--- src/rtl/vram_fetch_server_if.sv ---
// Word-wide single-port video memory bus; the fetch server is master, the memory is slave.
interface vram_fetch_server_if #(
  parameter int AW = 19
);
  logic          mem_req;
  logic          mem_we;
  logic [1:0]    mem_be;
  logic [AW-2:0] mem_addr;
  logic [15:0]   mem_wdata;
  logic [15:0]   mem_rdata;
  logic          mem_ack;

  modport master (
    output mem_req, mem_we, mem_be, mem_addr, mem_wdata,
    input  mem_rdata, mem_ack
  );

  modport slave (
    input  mem_req, mem_we, mem_be, mem_addr, mem_wdata,
    output mem_rdata, mem_ack
  );
endinterface

--- src/rtl/vram_fetch_server.sv ---
// Serves video operand fetches (two unaligned 16-bit reads per vram_rd toggle) and
// low-priority CPU byte accesses from one word-wide memory.
module vram_fetch_server #(
  parameter int DEADLINE = 48,
  parameter int AW       = 19
) (
  input  logic                       clk_sys,
  input  logic                       reset,
  input  logic [AW-1:0]              vram_addr1,
  input  logic [AW-1:0]              vram_addr2,
  input  logic                       vram_rd,
  output logic [15:0]                vram_dout1,
  output logic [15:0]                vram_dout2,
  input  logic                       cpu_req,
  input  logic                       cpu_we,
  input  logic [AW-1:0]              cpu_addr,
  input  logic [7:0]                 cpu_din,
  output logic [7:0]                 cpu_dout,
  output logic                       cpu_ack,
  vram_fetch_server_if.master        mem,
  output logic                       busy,
  output logic                       overrun,
  output logic                       miss
);
  localparam int WW = AW - 1;
  localparam int CW = $clog2(DEADLINE + 1);

  typedef enum logic [2:0] {IDLE, V1LO, V1HI, V2LO, V2HI, COMMIT, CPU} state_t;

  state_t        state;
  logic          rd_track;
  logic          vid_pend;
  logic [AW-1:0] job_a1, job_a2;
  logic          sh_valid;
  logic [AW-1:0] sh_a1, sh_a2;
  logic [15:0]   res1, res2;
  logic          cpu_pend;
  logic          cpu_we_q;
  logic [AW-1:0] cpu_addr_q;
  logic [7:0]    cpu_din_q;
  logic [CW-1:0] dl_cnt;

  logic          toggle;
  logic          vid_busy;
  logic          vid_rd_state;
  logic          rd_done;
  logic [AW-1:0] next_a1, next_a2;
  logic [WW-1:0] rd_word;

  assign toggle       = (vram_rd != rd_track);
  assign vid_rd_state = state inside {V1LO, V1HI, V2LO, V2HI};
  assign vid_busy     = vid_pend || vid_rd_state || (state == COMMIT);
  assign rd_done      = mem.mem_req && mem.mem_ack;
  assign busy         = (state != IDLE);
  // A toggle landing in COMMIT is newer than anything in the shadow, so it wins.
  assign next_a1      = toggle ? vram_addr1 : sh_a1;
  assign next_a2      = toggle ? vram_addr2 : sh_a2;

  always_comb begin
    rd_word = job_a1[AW-1:1];
    case (state)
      V1HI:    rd_word = job_a1[AW-1:1] + WW'(1);
      V2LO:    rd_word = job_a2[AW-1:1];
      V2HI:    rd_word = job_a2[AW-1:1] + WW'(1);
      default: rd_word = job_a1[AW-1:1];
    endcase
  end

  always_ff @(posedge clk_sys) begin
    if (reset) begin
      state          <= IDLE;
      rd_track       <= vram_rd;
      vid_pend       <= 1'b0;
      job_a1         <= '0;
      job_a2         <= '0;
      sh_valid       <= 1'b0;
      sh_a1          <= '0;
      sh_a2          <= '0;
      res1           <= '0;
      res2           <= '0;
      cpu_pend       <= 1'b0;
      cpu_we_q       <= 1'b0;
      cpu_addr_q     <= '0;
      cpu_din_q      <= '0;
      dl_cnt         <= '0;
      vram_dout1     <= '0;
      vram_dout2     <= '0;
      cpu_dout       <= '0;
      cpu_ack        <= 1'b0;
      overrun        <= 1'b0;
      miss           <= 1'b0;
      mem.mem_req    <= 1'b0;
      mem.mem_we     <= 1'b0;
      mem.mem_be     <= 2'b00;
      mem.mem_addr   <= '0;
      mem.mem_wdata  <= '0;
    end else begin
      cpu_ack <= 1'b0;

      if (toggle) begin
        rd_track <= vram_rd;
        if (!vid_busy) begin
          job_a1   <= vram_addr1;
          job_a2   <= vram_addr2;
          vid_pend <= 1'b1;
        end else begin
          sh_a1    <= vram_addr1;
          sh_a2    <= vram_addr2;
          sh_valid <= 1'b1;
          overrun  <= 1'b1;
        end
      end

      if (cpu_req && !cpu_pend) begin
        cpu_pend   <= 1'b1;
        cpu_we_q   <= cpu_we;
        cpu_addr_q <= cpu_addr;
        cpu_din_q  <= cpu_din;
      end

      // Read states share the handshake: issue after the one-cycle gap, drop on ack.
      if (vid_rd_state) begin
        if (dl_cnt != CW'(DEADLINE)) dl_cnt <= dl_cnt + CW'(1);
        if (dl_cnt == CW'(DEADLINE - 1)) miss <= 1'b1;
        if (!mem.mem_req) begin
          mem.mem_req  <= 1'b1;
          mem.mem_we   <= 1'b0;
          mem.mem_be   <= 2'b11;
          mem.mem_addr <= rd_word;
        end else if (mem.mem_ack) begin
          mem.mem_req <= 1'b0;
        end
      end

      case (state)
        IDLE: begin
          if (vid_pend) begin
            vid_pend     <= 1'b0;
            dl_cnt       <= '0;
            state        <= V1LO;
            mem.mem_req  <= 1'b1;
            mem.mem_we   <= 1'b0;
            mem.mem_be   <= 2'b11;
            mem.mem_addr <= job_a1[AW-1:1];
          end else if (cpu_pend) begin
            state         <= CPU;
            mem.mem_req   <= 1'b1;
            mem.mem_we    <= cpu_we_q;
            mem.mem_be    <= cpu_we_q ? (cpu_addr_q[0] ? 2'b10 : 2'b01) : 2'b11;
            mem.mem_addr  <= cpu_addr_q[AW-1:1];
            mem.mem_wdata <= {cpu_din_q, cpu_din_q};
          end
        end
        V1LO: begin
          if (rd_done) begin
            if (!job_a1[0]) begin
              res1  <= mem.mem_rdata;
              state <= V2LO;
            end else begin
              res1[7:0] <= mem.mem_rdata[15:8];
              state     <= V1HI;
            end
          end
        end
        V1HI: begin
          if (rd_done) begin
            res1[15:8] <= mem.mem_rdata[7:0];
            state      <= V2LO;
          end
        end
        V2LO: begin
          if (rd_done) begin
            if (!job_a2[0]) begin
              res2  <= mem.mem_rdata;
              state <= COMMIT;
            end else begin
              res2[7:0] <= mem.mem_rdata[15:8];
              state     <= V2HI;
            end
          end
        end
        V2HI: begin
          if (rd_done) begin
            res2[15:8] <= mem.mem_rdata[7:0];
            state      <= COMMIT;
          end
        end
        COMMIT: begin
          vram_dout1 <= res1;
          vram_dout2 <= res2;
          if (toggle || sh_valid) begin
            job_a1       <= next_a1;
            job_a2       <= next_a2;
            sh_valid     <= 1'b0;
            dl_cnt       <= '0;
            state        <= V1LO;
            mem.mem_req  <= 1'b1;
            mem.mem_we   <= 1'b0;
            mem.mem_be   <= 2'b11;
            mem.mem_addr <= next_a1[AW-1:1];
          end else begin
            state <= IDLE;
          end
        end
        CPU: begin
          if (rd_done) begin
            mem.mem_req <= 1'b0;
            mem.mem_we  <= 1'b0;
            cpu_pend    <= 1'b0;
            cpu_ack     <= 1'b1;
            if (!cpu_we_q)
              cpu_dout <= cpu_addr_q[0] ? mem.mem_rdata[15:8] : mem.mem_rdata[7:0];
            state <= IDLE;
          end
        end
        default: state <= IDLE;
      endcase
    end
  end
endmodule
--- src/flat_wrapper.sv ---
// flat-port wrapper written by rule: the top's interface ports become plain ports
module vram_fetch_server_flat 
#(
  parameter int DEADLINE = 48,
  parameter int AW       = 19
)
  (clk_sys, reset, vram_addr1, vram_addr2, vram_rd, vram_dout1, vram_dout2, cpu_req, cpu_we, cpu_addr, cpu_din, cpu_dout, cpu_ack, busy, overrun, miss, mem_mem_req, mem_mem_we, mem_mem_be, mem_mem_addr, mem_mem_wdata, mem_mem_rdata, mem_mem_ack);
  vram_fetch_server_if #(.AW(AW)) mem_i ();
  input  logic clk_sys;
  input  logic reset;
  input  logic [AW-1:0] vram_addr1;
  input  logic [AW-1:0] vram_addr2;
  input  logic vram_rd;
  output logic [15:0] vram_dout1;
  output logic [15:0] vram_dout2;
  input  logic cpu_req;
  input  logic cpu_we;
  input  logic [AW-1:0] cpu_addr;
  input  logic [7:0] cpu_din;
  output logic [7:0] cpu_dout;
  output logic cpu_ack;
  output logic busy;
  output logic overrun;
  output logic miss;
  output wire logic [$bits(mem_i.mem_req)-1:0] mem_mem_req;
  output wire logic [$bits(mem_i.mem_we)-1:0] mem_mem_we;
  output wire logic [$bits(mem_i.mem_be)-1:0] mem_mem_be;
  output wire logic [$bits(mem_i.mem_addr)-1:0] mem_mem_addr;
  output wire logic [$bits(mem_i.mem_wdata)-1:0] mem_mem_wdata;
  input wire logic [$bits(mem_i.mem_rdata)-1:0] mem_mem_rdata;
  input wire logic [$bits(mem_i.mem_ack)-1:0] mem_mem_ack;
  assign mem_mem_req = mem_i.mem_req;
  assign mem_mem_we = mem_i.mem_we;
  assign mem_mem_be = mem_i.mem_be;
  assign mem_mem_addr = mem_i.mem_addr;
  assign mem_mem_wdata = mem_i.mem_wdata;
  assign mem_i.mem_rdata = mem_mem_rdata;
  assign mem_i.mem_ack = mem_mem_ack;
  vram_fetch_server #(.DEADLINE(DEADLINE), .AW(AW)) u_core (.clk_sys(clk_sys), .reset(reset), .vram_addr1(vram_addr1), .vram_addr2(vram_addr2), .vram_rd(vram_rd), .vram_dout1(vram_dout1), .vram_dout2(vram_dout2), .cpu_req(cpu_req), .cpu_we(cpu_we), .cpu_addr(cpu_addr), .cpu_din(cpu_din), .cpu_dout(cpu_dout), .cpu_ack(cpu_ack), .mem(mem_i), .busy(busy), .overrun(overrun), .miss(miss));
endmodule
--- config.mk ---
export PLATFORM = sky130hd
export DESIGN_NAME = vram_fetch_server_flat
export DESIGN_NICKNAME = d
export VERILOG_FILES = /design/src/rtl/vram_fetch_server_if.sv /design/src/rtl/vram_fetch_server.sv /design/src/flat_wrapper.sv
export SDC_FILE = /design/constraint.sdc
export NUM_CORES = 1
export LEC_CHECK = 0
export ABC_AREA = 0
export CAP_MARGIN = 20
export CELL_PAD_IN_SITES_DETAIL_PLACEMENT = 1
export CELL_PAD_IN_SITES_GLOBAL_PLACEMENT = 1
export CORE_UTILIZATION = 35
export CTS_BUF_LIST = sky130_fd_sc_hd__clkbuf_4
export CTS_CLUSTER_SIZE = 25
export DETAILED_ROUTE_END_ITERATION = 8
export GPL_TIMING_DRIVEN = 0
export PLACE_DENSITY = 0.78
export SYNTH_ARGS = -nofsm -noshare
export SYNTH_HDL_FRONTEND = slang
export SYNTH_SLANG_ARGS = --single-unit
--- constraint.sdc ---
create_clock -name clk_sys -period 8.7 [get_ports clk_sys]
set_input_delay 0.87 -clock clk_sys [delete_from_list [all_inputs] [get_ports clk_sys]]
set_output_delay 0.87 -clock clk_sys [all_outputs]
set_load 0.01 [all_outputs]
==> reports/qor.csv, run 1 <==
metric;value;unit
Synth Area in Simple Gates;0.2478;
TNS Setup;0;ns
post-CTS setup buffer count;0;
Crit path max-delay family;buffers and inverters;
Rows;63;
I/O Buffers;168;
I/O pins;169;
vias;11293;
Syn Area/Cell;7.776;µm²
share of the synthesized area in the top cell type;0.4168;
wire length per cell;21.49;µm
post-synthesis sequential element count;222;
H-tree depth;2;
vias in the first global route;11579;
worst rel slew slack;0.2330;
min cycle time layout;5.207;ns
mux contribution to synthesized area;0.04562;
cell area after layout;13510;µm²
Startpoint Class;flip-flop;
synthesized cell area;10610;µm²
maximum VDD drop;123.0;µV
FFs w/ async S/R, synth;0;
DRT Pass-1 Iters;6;
CTS Buf Count;60;
Post-DP Area;12780;µm²
Die Span X;176.1;µm
actual slew at the worst max-slew pin;1.122;ns
ys flop type;dfxtp_1;
Mapped Nets;1455;
Root Driver;clkbuf_4;
Clock Power Share;0.225;
global placement routability congestion;0.9609;
Reg power frac;0.352;
Post-Synthesis Cells;1365;
hold buffers post-CTS;0;
DRC viols;0;
Final Cycle Share;0.5985;
Hold Fails Final Rpt;0;
Max Cap Viol;0;
Starting Density;0.3572;
Global Route Usage Sum;0.2783;
EDFF count, synth;1;
Skew-Pair Late Insertion Delay;0.74;ns
clock slew at reported path FFs;0.08;ns
clk_skew;0.06767;ns
grt ovf;0;
Die H;176.1;µm
power per cell area;300.5;nW/µm²
CTS Buffer Depth;3;
Gate power share;0.424;
synth unique cells;71;
top-count cell post-synth;nand2_1;
CP Data Required Time;9.24;ns
RSZ-0062 raised after global routing;false;
status;complete, no violations;
initial antenna violation count;1;
register area;4454;µm²
crit path capture type;flip-flop;
main combinational cell family by area after synthesis;simple AND/OR/NAND/NOR gates;
Antenna Nets Post-Route;0;
endpoints failing setup;0;
Final #Nets;1685;
crit-path max FO;10;
P_sw;1759;µW
Seq/Total Area, Yosys;0.4197;
drt first-iter violations;731;
Warnings, synthesis;0;
hpwl dp;32200;µm
Post-Synth XOR/XNOR Area;0.01815;
switching portion of total power;0.4333;
WHS;0.4540;ns
most frequent cells after synthesis;nand2_1, dfxtp_1, a21oi_1;
fill count;3665;
CP Buf/Inv Count;4;
Core Box Area;29720;µm²
largest net degree at the start of global routing;18;
Num Clock Sinks;222;
Die Footprint;31030;µm²
Slew Limit Fails;0;
first-pass GRT wire length;66270;µm
HP Class;reg2reg;
area grow syn2layout;27.30;%
CP peak stage delay;1.00;ns
TritonCTS clock tree;yes;
ratio of cells with drive above 1 in the final layout;0.1095;
area of the multi-input gates;5583;µm²
crit-path cells;buf_2, nor3b_2, clkbuf_1, clkbuf_1, nand2_1, nand2_1, ha_1, clkbuf_1, nand2_1, nor3_1, o21ai_0, xnor2_1, a2111oi_0, o22ai_1;
post-synth top area cell;dfxtp_1;
Max Clk Rate;192.1;MHz
Synth Area in Compound Gates;0.2109;
post_cts resized;0;
P_leak;0.004742;µW
vias per cell;5.574;
top cells by area, synth;dfxtp_1, nand2_1, a21oi_1, nor2_1, mux2i_1;
adder-cell share of the synthesized area;0.003536;
Crit Path Category;reg2reg;
Int Pwr;2301;µW
Critical Path AT;5.75;ns
Crit-path slowest cell;a2111oi_0;
Routed WL;43550;µm
## cells in the final DEF (no fill, tap or decap), types with 5 or more instances in the layout
master | netlist | layout
buf_2 | 23 | 23
buf_4 | 9 | 9
clkdlybuf4s50_1 | 0 | 168
a31oi_1 | 9 | 9
xnor2_1 | 10 | 10
nor4_2 | 20 | 20
xor2_1 | 12 | 12
buf_6 | 5 | 5
nand4_1 | 7 | 7
a22oi_1 | 6 | 6
nor2_2 | 9 | 9
a221o_1 | 9 | 9
o21ai_0 | 25 | 25
buf_1 | 13 | 13
nor2b_1 | 7 | 7
o22ai_1 | 17 | 17
a21oi_1 | 182 | 182
clkbuf_4 | 0 | 88
nand3_1 | 16 | 16
nor2_1 | 180 | 180
nor3_1 | 12 | 12
nand2_1 | 296 | 296
dfxtp_1 | 221 | 221
a22o_1 | 7 | 7
a211oi_1 | 45 | 45
clkinv_1 | 2 | 12
clkbuf_1 | 66 | 66
a221oi_1 | 12 | 12
o221ai_1 | 13 | 13
inv_1 | 9 | 9
mux2_2 | 11 | 11
nor4_1 | 7 | 7
mux2i_1 | 36 | 36
and3_1 | 5 | 5
## worst paths after layout
path,cells after the start,slack (ns),endpoint,start
setup reg to reg,14,3.49,u_core.mem.mem_addr[8],u_core.state[1]
hold / removal,2,0.45,u_core.vram_dout2[4],u_core.vram_dout2[4]
hold reg to reg,2,0.45,u_core.vram_dout2[4],u_core.vram_dout2[4]
setup / recovery,14,3.49,u_core.mem.mem_addr[8],u_core.state[1]
## metrics by stage
stage,total power [µW],utilization,cells,worst slack (ns)
global placement,3075,0.4302,1923,3.835
finish,4060,0.4547,2026,3.493
global route,4258,0.4547,2026,3.256
detailed placement,3116,0.4302,1923,3.792
floorplan,2439,-,1365,5.551
CTS,4043,0.4546,2025,3.729
## registers in the layout, indices dropped and copies added (netlist names), 6 cells and up
name	flops
u_core.cpu_din_q	8
u_core.cpu_addr_q	19
u_core.vram_dout1	16
u_core.cpu_dout	8
u_core.sh_a2	19
u_core.job_a1	19
u_core.res1	16
u_core.vram_dout2	16
u_core.res2	16
u_core.mem.mem_wdata	8
u_core.job_a2	19
u_core.mem.mem_addr	18
u_core.sh_a1	19
u_core.dl_cnt	6
## logic make-up (layout without fill, tap and decap cells)
family	count (synthesis)	in the layout
flops	222	222
xor+xnor	22	22
buf+inv	127	397
fa+ha+maj	3	3
simple gates	587	587
compound gates	357	357
mux	47	47
other cells	0	1
## worst register-to-register path: cells and delay by family, from the launching register on
kind                     cells  cell delay [ns]
AND/OR/NAND/NOR              5             1.29
flip-flops                   1             0.35
adder cells (fa/ha/maj)      1             0.14
XOR/XNOR                     1             0.16
AO/OA/AOI/OAI                3             1.34
buffers and inverters        4             1.71
## power groups by stage
| stage | registers [µW] | clock network (µW) | logic, µW |
|---|---|---|---|
| floorplan | 1370 | 0 | 1070 |
| global placement | 1430 | 0 | 1640 |
| detailed placement | 1440 | 0 | 1680 |
| CTS | 1420 | 936 | 1690 |
| global route | 1440 | 982 | 1830 |
| finish | 1430 | 913 | 1720 |
## final cells by class
type                    count  share of cell area
flip-flops and latches    222              0.3297
plain buffers             116             0.03963
clock inverters            14            0.004815
inverters                  11            0.003056
multi-input cells        1016              0.4132
repair buffers            168              0.1245
diodes                      1           0.0001852
well taps                 390             0.03611
clock buffers              88             0.04889
## routing by layer
layer	vias up	global-route usage	part of all wire
met4	0	0.1489	0.047
met3	120	0.04479	0.059
met2	453	0.4570	0.46
li1	5259	-	-
met1	5461	0.3487	0.43
met5	-	0	0
Power figures use the tool's default switching activity.
==> run 2: changes to the inputs <==
==> constraint.sdc (replaced) <==
create_clock -name clk_sys -period 4.9 [get_ports clk_sys]
set_input_delay 0.49 -clock clk_sys [delete_from_list [all_inputs] [get_ports clk_sys]]
set_output_delay 0.49 -clock clk_sys [all_outputs]
set_load 0.01 [all_outputs]
==> run 2 against run 1 <==
- flip-flop and latch count stayed put
- utilization hardly changed
- critical endpoint unchanged
- sequential power is 78% higher
- cell count stayed put
- routed wire length hardly changed
- maximum frequency is 12% higher
- largest cell class unchanged
- non-clock buffer count stayed put
- combinational power is 78% higher
- power is 78% higher
- critical path type unchanged
- highest routed layer unchanged
==> reports/qor.csv, run 2 (synthesized netlist as in run 1, its figures left out) <==
metric;value;unit;change
R2R Setup Slk;0.25;ns;-3.25 ns
CP Buf/Inv Count;4;;unchanged
Global Route Usage Sum;0.2783;;unchanged
crit-path max FO;10;;unchanged
CP Data Required Time;5.47;ns;-3.77 ns
Die Span X;176.1;µm;unchanged
Antenna Nets Post-Route;0;;unchanged
Starting Density;0.3572;;unchanged
crit path capture type;flip-flop;;
final worst slack;0.2475;ns;-3.246 ns
hold buffers post-CTS;0;;unchanged
Critical Path AT;5.22;ns;-0.53 ns
clock slew at reported path FFs;0.09;ns;about the same
DRT Pass-1 Iters;5;;-1
first-pass GRT wire length;66270;µm;unchanged
H-tree depth;2;;unchanged
HP Class;in2reg;;
Max Cap Viol;0;;unchanged
CTS Buffer Depth;3;;unchanged
dpl ws;-0.008404;ns;-3.800 ns
CP peak stage delay;0.62;ns;-0.38 ns
global placement routability congestion;0.9609;;unchanged
RSZ-0062 raised after global routing;false;;
Final Cycle Share;0.9495;;+0.3510
final std cells w/o fill;2026;;unchanged
hold path depth;3;;+1
vias per cell;5.561;;-0.23%
ratio of cells with drive above 1 in the final layout;0.1107;;+0.001223
min cycle time layout;4.653;ns;-0.5541 ns
Max Clk Rate;214.9;MHz;+12%
initial antenna violation count;1;;unchanged
drt first-iter violations;840;;+15%
Hold Fails Final Rpt;0;;unchanged
Root Driver;clkbuf_4;;
dpl cells;1923;;unchanged
Crit Path Category;reg2reg;;
DRC viols;0;;unchanged
worst rel slew slack;0.2693;;+0.03633
Crit-path slowest cell;a2111oi_2;;
actual slew at the worst max-slew pin;1.088;ns;-0.03386 ns
clk_skew;0.07712;ns;+0.009443 ns
status;complete, no violations;;
commonest non-fill, non-tap cell in the layout;nand2_1;;
Hold Crit Start;cpu_din[7];;
vias in the first global route;11579;;unchanged
Crit path max-delay family;buffers and inverters;;
Worst R2R End;u_core.mem.mem_addr[8];;
grt ovf;0;;unchanged
TNS Setup;0;ns;unchanged
Final #Nets;1685;;unchanged
crit-path cells;buf_2, nor3b_2, clkbuf_2, clkbuf_1, nand2_1, nand2_1, ha_1, clkbuf_1, nand2_1, nor3_1, o21ai_0, xnor2_1, a2111oi_2, o22ai_1;;
endpoints failing setup;0;;unchanged
Die Footprint;31030;µm²;unchanged
vias;11267;;-0.23%
r2r startpoint;u_core.state[1];;
area grow syn2layout;27.37;%;about the same
Skew-Pair Late Insertion Delay;0.75;ns;about the same
most frequent cells in the layout;nand2_1, dfxtp_1, a21oi_1, nor2_1, clkdlybuf4s50_1;;
Post-DP Area;12780;µm²;unchanged
wire length per cell;21.49;µm;about the same
fill count;3667;;+0.055%
hpwl dp;32200;µm;unchanged
cell area after layout;13520;µm²;about the same
Startpoint Class;flip-flop;;
Die H;176.1;µm;unchanged
maximum VDD drop;219.4;µV;+78%
TritonCTS clock tree;yes;;
Slew Limit Fails;0;;unchanged
I/O pins;169;;unchanged
I/O Buffers;168;;unchanged
P_leak;0.004746;µW;about the same
CTS Buf Count;60;;unchanged
power per cell area;533.9;nW/µm²;+78%
hold endpoint;u_core.cpu_din_q[7];;
Num Clock Sinks;222;;unchanged
most frequent CP cell;nand2_1;;
Routed WL;43530;µm;about the same
largest net degree at the start of global routing;18;;unchanged
R2R cell count;14;;unchanged
Core Box Area;29720;µm²;unchanged
Rows;63;;unchanged
run 2: metal layers:
| layer | global-route usage | vias up | share of wire |
|---|---|---|---|
| met5 | 0 | - | 0 |
| met4 | 0.1489 | 0 | 0.051 |
| met3 | 0.04479 | 136 | 0.063 |
| met2 | 0.4570 | 448 | 0.46 |
| met1 | 0.3487 | 5423 | 0.43 |
| li1 | - | 5260 | - |
run 2: worst reg2reg max path, delay by kind of cell, from the launching register on:
kind / cells / cell delay (ns)
adders and majority gates: 1 / 0.14
DFF: 1 / 0.36
xor gates and xnor gates: 1 / 0.18
AOI/OAI and AO/OA: 3 / 0.94
buffers and inverters: 4 / 1.54
and+or+nand+nor: 5 / 1.30
run 2: worst max-delay path by stage:
stage               startpoint                      to  slack [ns]  cells after the start
2_1_floorplan  u_core.state[1]  u_core.mem.mem_addr[8]        1.75                     14
3_3_place_gp   u_core.state[1]  u_core.mem.mem_addr[8]        0.04                     14
3_5_place_dp   u_core.state[1]  u_core.mem.mem_addr[8]      -0.008                     14
4_1_cts        u_core.state[1]  u_core.mem.mem_addr[8]        0.13                     14
5_1_grt        u_core.state[1]  u_core.mem.mem_addr[8]        0.05                     14
6_report       u_core.state[1]  u_core.mem.mem_addr[8]        0.25                     14
run 2: area by class of cell:
class                   instances  area [µm²]  share of cell area
diodes                          1       2.502           0.0001851
flip-flops and latches        222        4454              0.3295
plain buffers                 116       536.8             0.03970
repair buffers                168        1682              0.1244
clock inverters                14       65.06            0.004813
well taps                     390       488.0             0.03609
clock buffers                  88       660.6             0.04887
multi-input cells            1016        5589              0.4134
inverters                      11       41.29            0.003054
run 2: power by group:
group	total (µW)	switching, µW	internal (µW)
clock network	1620	806	818
logic	3060	1930	1130
registers	2540	391	2150
total	7220	3130	4090
run 2: through the flow:
step | utilization | hold slack (ns) | power [µW]
detailed placement | 0.4302 | 0.4470 | 5533
global placement | 0.4302 | 0.4365 | 5460
finish | 0.4549 | 0.3137 | 7218
global route | 0.4549 | 0.2981 | 7572
CTS | 0.4546 | 0.2752 | 7180
floorplan | - | 0.4321 | 4331
run 2: timing repair:
action / in CTS / in global routing
buffers inserted: 0 / 0
pin swaps: 0 / 0
gates resized for setup: 1 / 3
endpoints found under the setup margin: 1 / 1
==> run 3: changes to the inputs <==
--- a/config.mk
+++ b/config.mk
@@ -5,7 +5,7 @@
 export SDC_FILE = /design/constraint.sdc
 export NUM_CORES = 1
 export LEC_CHECK = 0
-export ABC_AREA = 0
+export ABC_AREA = 1
 export CAP_MARGIN = 20
 export CELL_PAD_IN_SITES_DETAIL_PLACEMENT = 1
 export CELL_PAD_IN_SITES_GLOBAL_PLACEMENT = 1
@@ -14,7 +14,8 @@
 export CTS_CLUSTER_SIZE = 25
 export DETAILED_ROUTE_END_ITERATION = 8
 export GPL_TIMING_DRIVEN = 0
-export PLACE_DENSITY = 0.78
+export MAX_ROUTING_LAYER = met4
+export PLACE_DENSITY = 0.8
 export SYNTH_ARGS = -nofsm -noshare
 export SYNTH_HDL_FRONTEND = slang
 export SYNTH_SLANG_ARGS = --single-unit
==> run 3 against run 2 <==
- maximum frequency is 50% higher
- clock skew decreased by 0.019 ns
- largest cell class unchanged
- critical endpoint is now u_core.job_a1[8]
- clock power barely moved
- routed wire length up 4.4%
- largest power group unchanged
- register-to-register slack gained 1.5 ns
- combinational power is 5% higher
==> reports/qor.csv, run 3 <==
metric;value;unit;change
ys flop type;dfxtp_1;;
met1 usage;0.3962;;+0.04741
Syn Area/Cell;6.776;µm²;-13%
ratio of cells with drive above 1 in the final layout;0.08080;;-0.02990
vias in the first global route;12242;;+5.7%
I/O Buffers;168;;unchanged
hpwl dp;35180;µm;+9.3%
H-tree depth;2;;unchanged
most frequent cells in the layout;o21ai_0, nand2_1, nor2_1, dfxtp_1, clkdlybuf4s50_1;;
FFs w/ async S/R, synth;0;;unchanged
CTS Buf Count;59;;-1.7%
I/O pins;169;;unchanged
dpl cells;2135;;+11%
Final Cycle Share;0.6347;;-0.3148
CP peak stage delay;0.64;ns;+0.02 ns
Synth Area in Compound Gates;0.2492;;+0.03829
Die Footprint;31230;µm²;+0.67%
grt met2 use;0.4696;;+0.01259
RSZ-0062 raised after global routing;false;;
clk_skew;0.05822;ns;-0.01890 ns
DRC viols;0;;unchanged
CP Buf/Inv Count;5;;+1
DRT Pass-1 Iters;5;;unchanged
area grow syn2layout;27.20;%;
largest net degree at the start of global routing;17;;-1
Crit Path Category;reg2reg;;
Post-Synth XOR/XNOR Area;0.002459;;-0.01569
drt first-iter violations;822;;-2.1%
post-synthesis sequential element count;222;;unchanged
initial antenna violation count;4;;+3
top-count cell post-synth;o21ai_0;;
Critical Path AT;3.67;ns;-1.55 ns
TNS Setup;0;ns;unchanged
WHS;0.3693;ns;+0.05559 ns
commonest non-fill, non-tap cell in the layout;o21ai_0;;
endpoints failing setup;0;;unchanged
mux contribution to synthesized area;0.002810;;-0.04281
Rows;63;;unchanged
fill count;3912;;+6.7%
crit-path max FO;10;;unchanged
hold buffers post-CTS;0;;unchanged
Max Clk Rate;321.5;MHz;+50%
CP Data Required Time;5.46;ns;about the same
actual slew at the worst max-slew pin;1.022;ns;-0.06529 ns
Synth Area in Simple Gates;0.2280;;-0.01980
Antenna Nets Post-Route;0;;unchanged
Seq/Total Area, Yosys;0.4169;;-0.002801
busiest grt layer;met2;;
Slew Limit Fails;0;;unchanged
HP Class;in2reg;;
vias;12044;;+6.9%
Root Driver;clkbuf_4;;
Hold Fails Final Rpt;0;;unchanged
power per cell area;545.4;nW/µm²;+2.1%
synth unique cells;44;;-38%
post-CTS setup buffer count;0;;unchanged
clock slew at reported path FFs;0.08;ns;about the same
R2R cell count;9;;-5
Crit path max-delay family;simple AND/OR/NAND/NOR gates;;
synthesized cell area;10690;µm²;+0.67%
Core Box Area;29870;µm²;+0.53%
GR Layer Usage met3;0.05412;;+0.009335
post_cts resized;0;;-1
Num Clock Sinks;222;;unchanged
adder-cell share of the synthesized area;0.003513;;-0.00002360
global placement routability congestion;0.9632;;+0.24%
wire length per cell;20.30;µm;-5.5%
grt ovf;0;;unchanged
Skew-Pair Late Insertion Delay;0.73;ns;-0.02 ns
TritonCTS clock tree;yes;;
hold path depth;1;;-2
Final #Nets;1896;;+13%
Warnings, synthesis;0;;unchanged
Starting Density;0.3577;;+0.0005025
final std cells w/o fill;2238;;+10%
Crit-path slowest cell;nor3_2;;
post-synth top area cell;dfxtp_1;;
first-pass GRT wire length;69610;µm;+5.0%
Max Cap Viol;0;;unchanged
Mapped Nets;1667;;+15%
Post-Synthesis Cells;1577;;+16%
most frequent cells after synthesis;o21ai_0, nand2_1, nor2_1;;
top cells by area, synth;dfxtp_1, o21ai_0, nand2_1, nor2_1, a21oi_1;;
Die Span X;176.7;µm;+0.33%
Routed WL;45440;µm;+4.4%
main combinational cell family by area after synthesis;compound AO/OA/AOI/OAI gates;;
vias per cell;5.382;;-3.2%
P_leak;0.005648;µW;+19%
crit-path cells;buf_2, inv_2, nor3_2, nand2_1, inv_1, buf_2, a21oi_1, o21ai_0, inv_1;;
status;complete, no violations;;
Global Route Usage Sum;0.3015;;+0.02321
EDFF count, synth;1;;unchanged
Startpoint Class;flip-flop;;
fin util;0.4550;;about the same
Critical Path Stages;9;;-5
min cycle time layout;3.110;ns;-1.542 ns
CTS Buffer Depth;3;;unchanged
share of the synthesized area in the top cell type;0.4141;;-0.002782
Die H;176.7;µm;+0.33%
maximum VDD drop;229.3;µV;+4.6%
worst rel slew slack;0.3184;;+0.04911
crit path capture type;flip-flop;;
## run 3: cell types whose count changed in the layout (fill, tap and decap cells not counted), sizes merged, moves of 10 or more
cell    delta
nand3     +53
a211oi    -35
nor3      -10
nor4      -28
xnor2     -10
a21oi     -31
mux2      -11
nor2      +68
nand2     -38
o21ai    +248
inv      +132
mux2i     -33
buf       -18
## run 3: kinds of logic after synthesis
family                   after synthesis
AO/OA/AOI/OAI                        493
XOR/XNOR                               3
adder cells (fa/ha/maj)                3
buffers and inverters                254
flip-flops                           222
multiplexers                           3
AND/OR/NAND/NOR                      599
## run 3: per-layer routing
layer  share of wire  vias to the layer above  wire, µm
met4           0.020                        0       909
met5               0                        -         0
li1                -                     5707         -
met2            0.45                      417     20480
met1            0.46                     5841     20960
met3           0.068                       79      3099
## run 3: per-stage QoR
stage	total power [µW]	setup slack, ns	cell area [µm²]
finish	7413	1.790	13590
global route	7858	1.689	13590
CTS	7377	1.859	13580
detailed placement	5716	1.572	12850
global placement	5633	1.653	12850
floorplan	4353	2.787	10690
## run 3: layout make-up
type,count,area (µm²),area share
Antenna cell,4,10.01,0.0007364
Buffer,106,480.5,0.03535
Clock inverter,13,81.33,0.005984
Timing Repair Buffer,168,1682,0.1237
Tap cell,390,488.0,0.03590
Inverter,148,558.0,0.04106
Sequential cell,222,4454,0.3277
Clock buffer,86,645.6,0.04750
Multi-Input combinational cell,1101,5192,0.3820
## run 3: power by group
group	switching (µW)	internal (µW)
clock network	792	848
registers	319	2230
logic	2160	1060
## run 3: final timing paths
kind | from | end | slack (ns)
max | u_core.state[2] | u_core.job_a1[8] | 1.79
min | vram_rd | u_core.rd_track | 0.37
max reg2reg | u_core.state[2] | u_core.job_a1[8] | 1.79
min reg2reg | u_core.sh_a2[6] | u_core.sh_a2[6] | 0.46
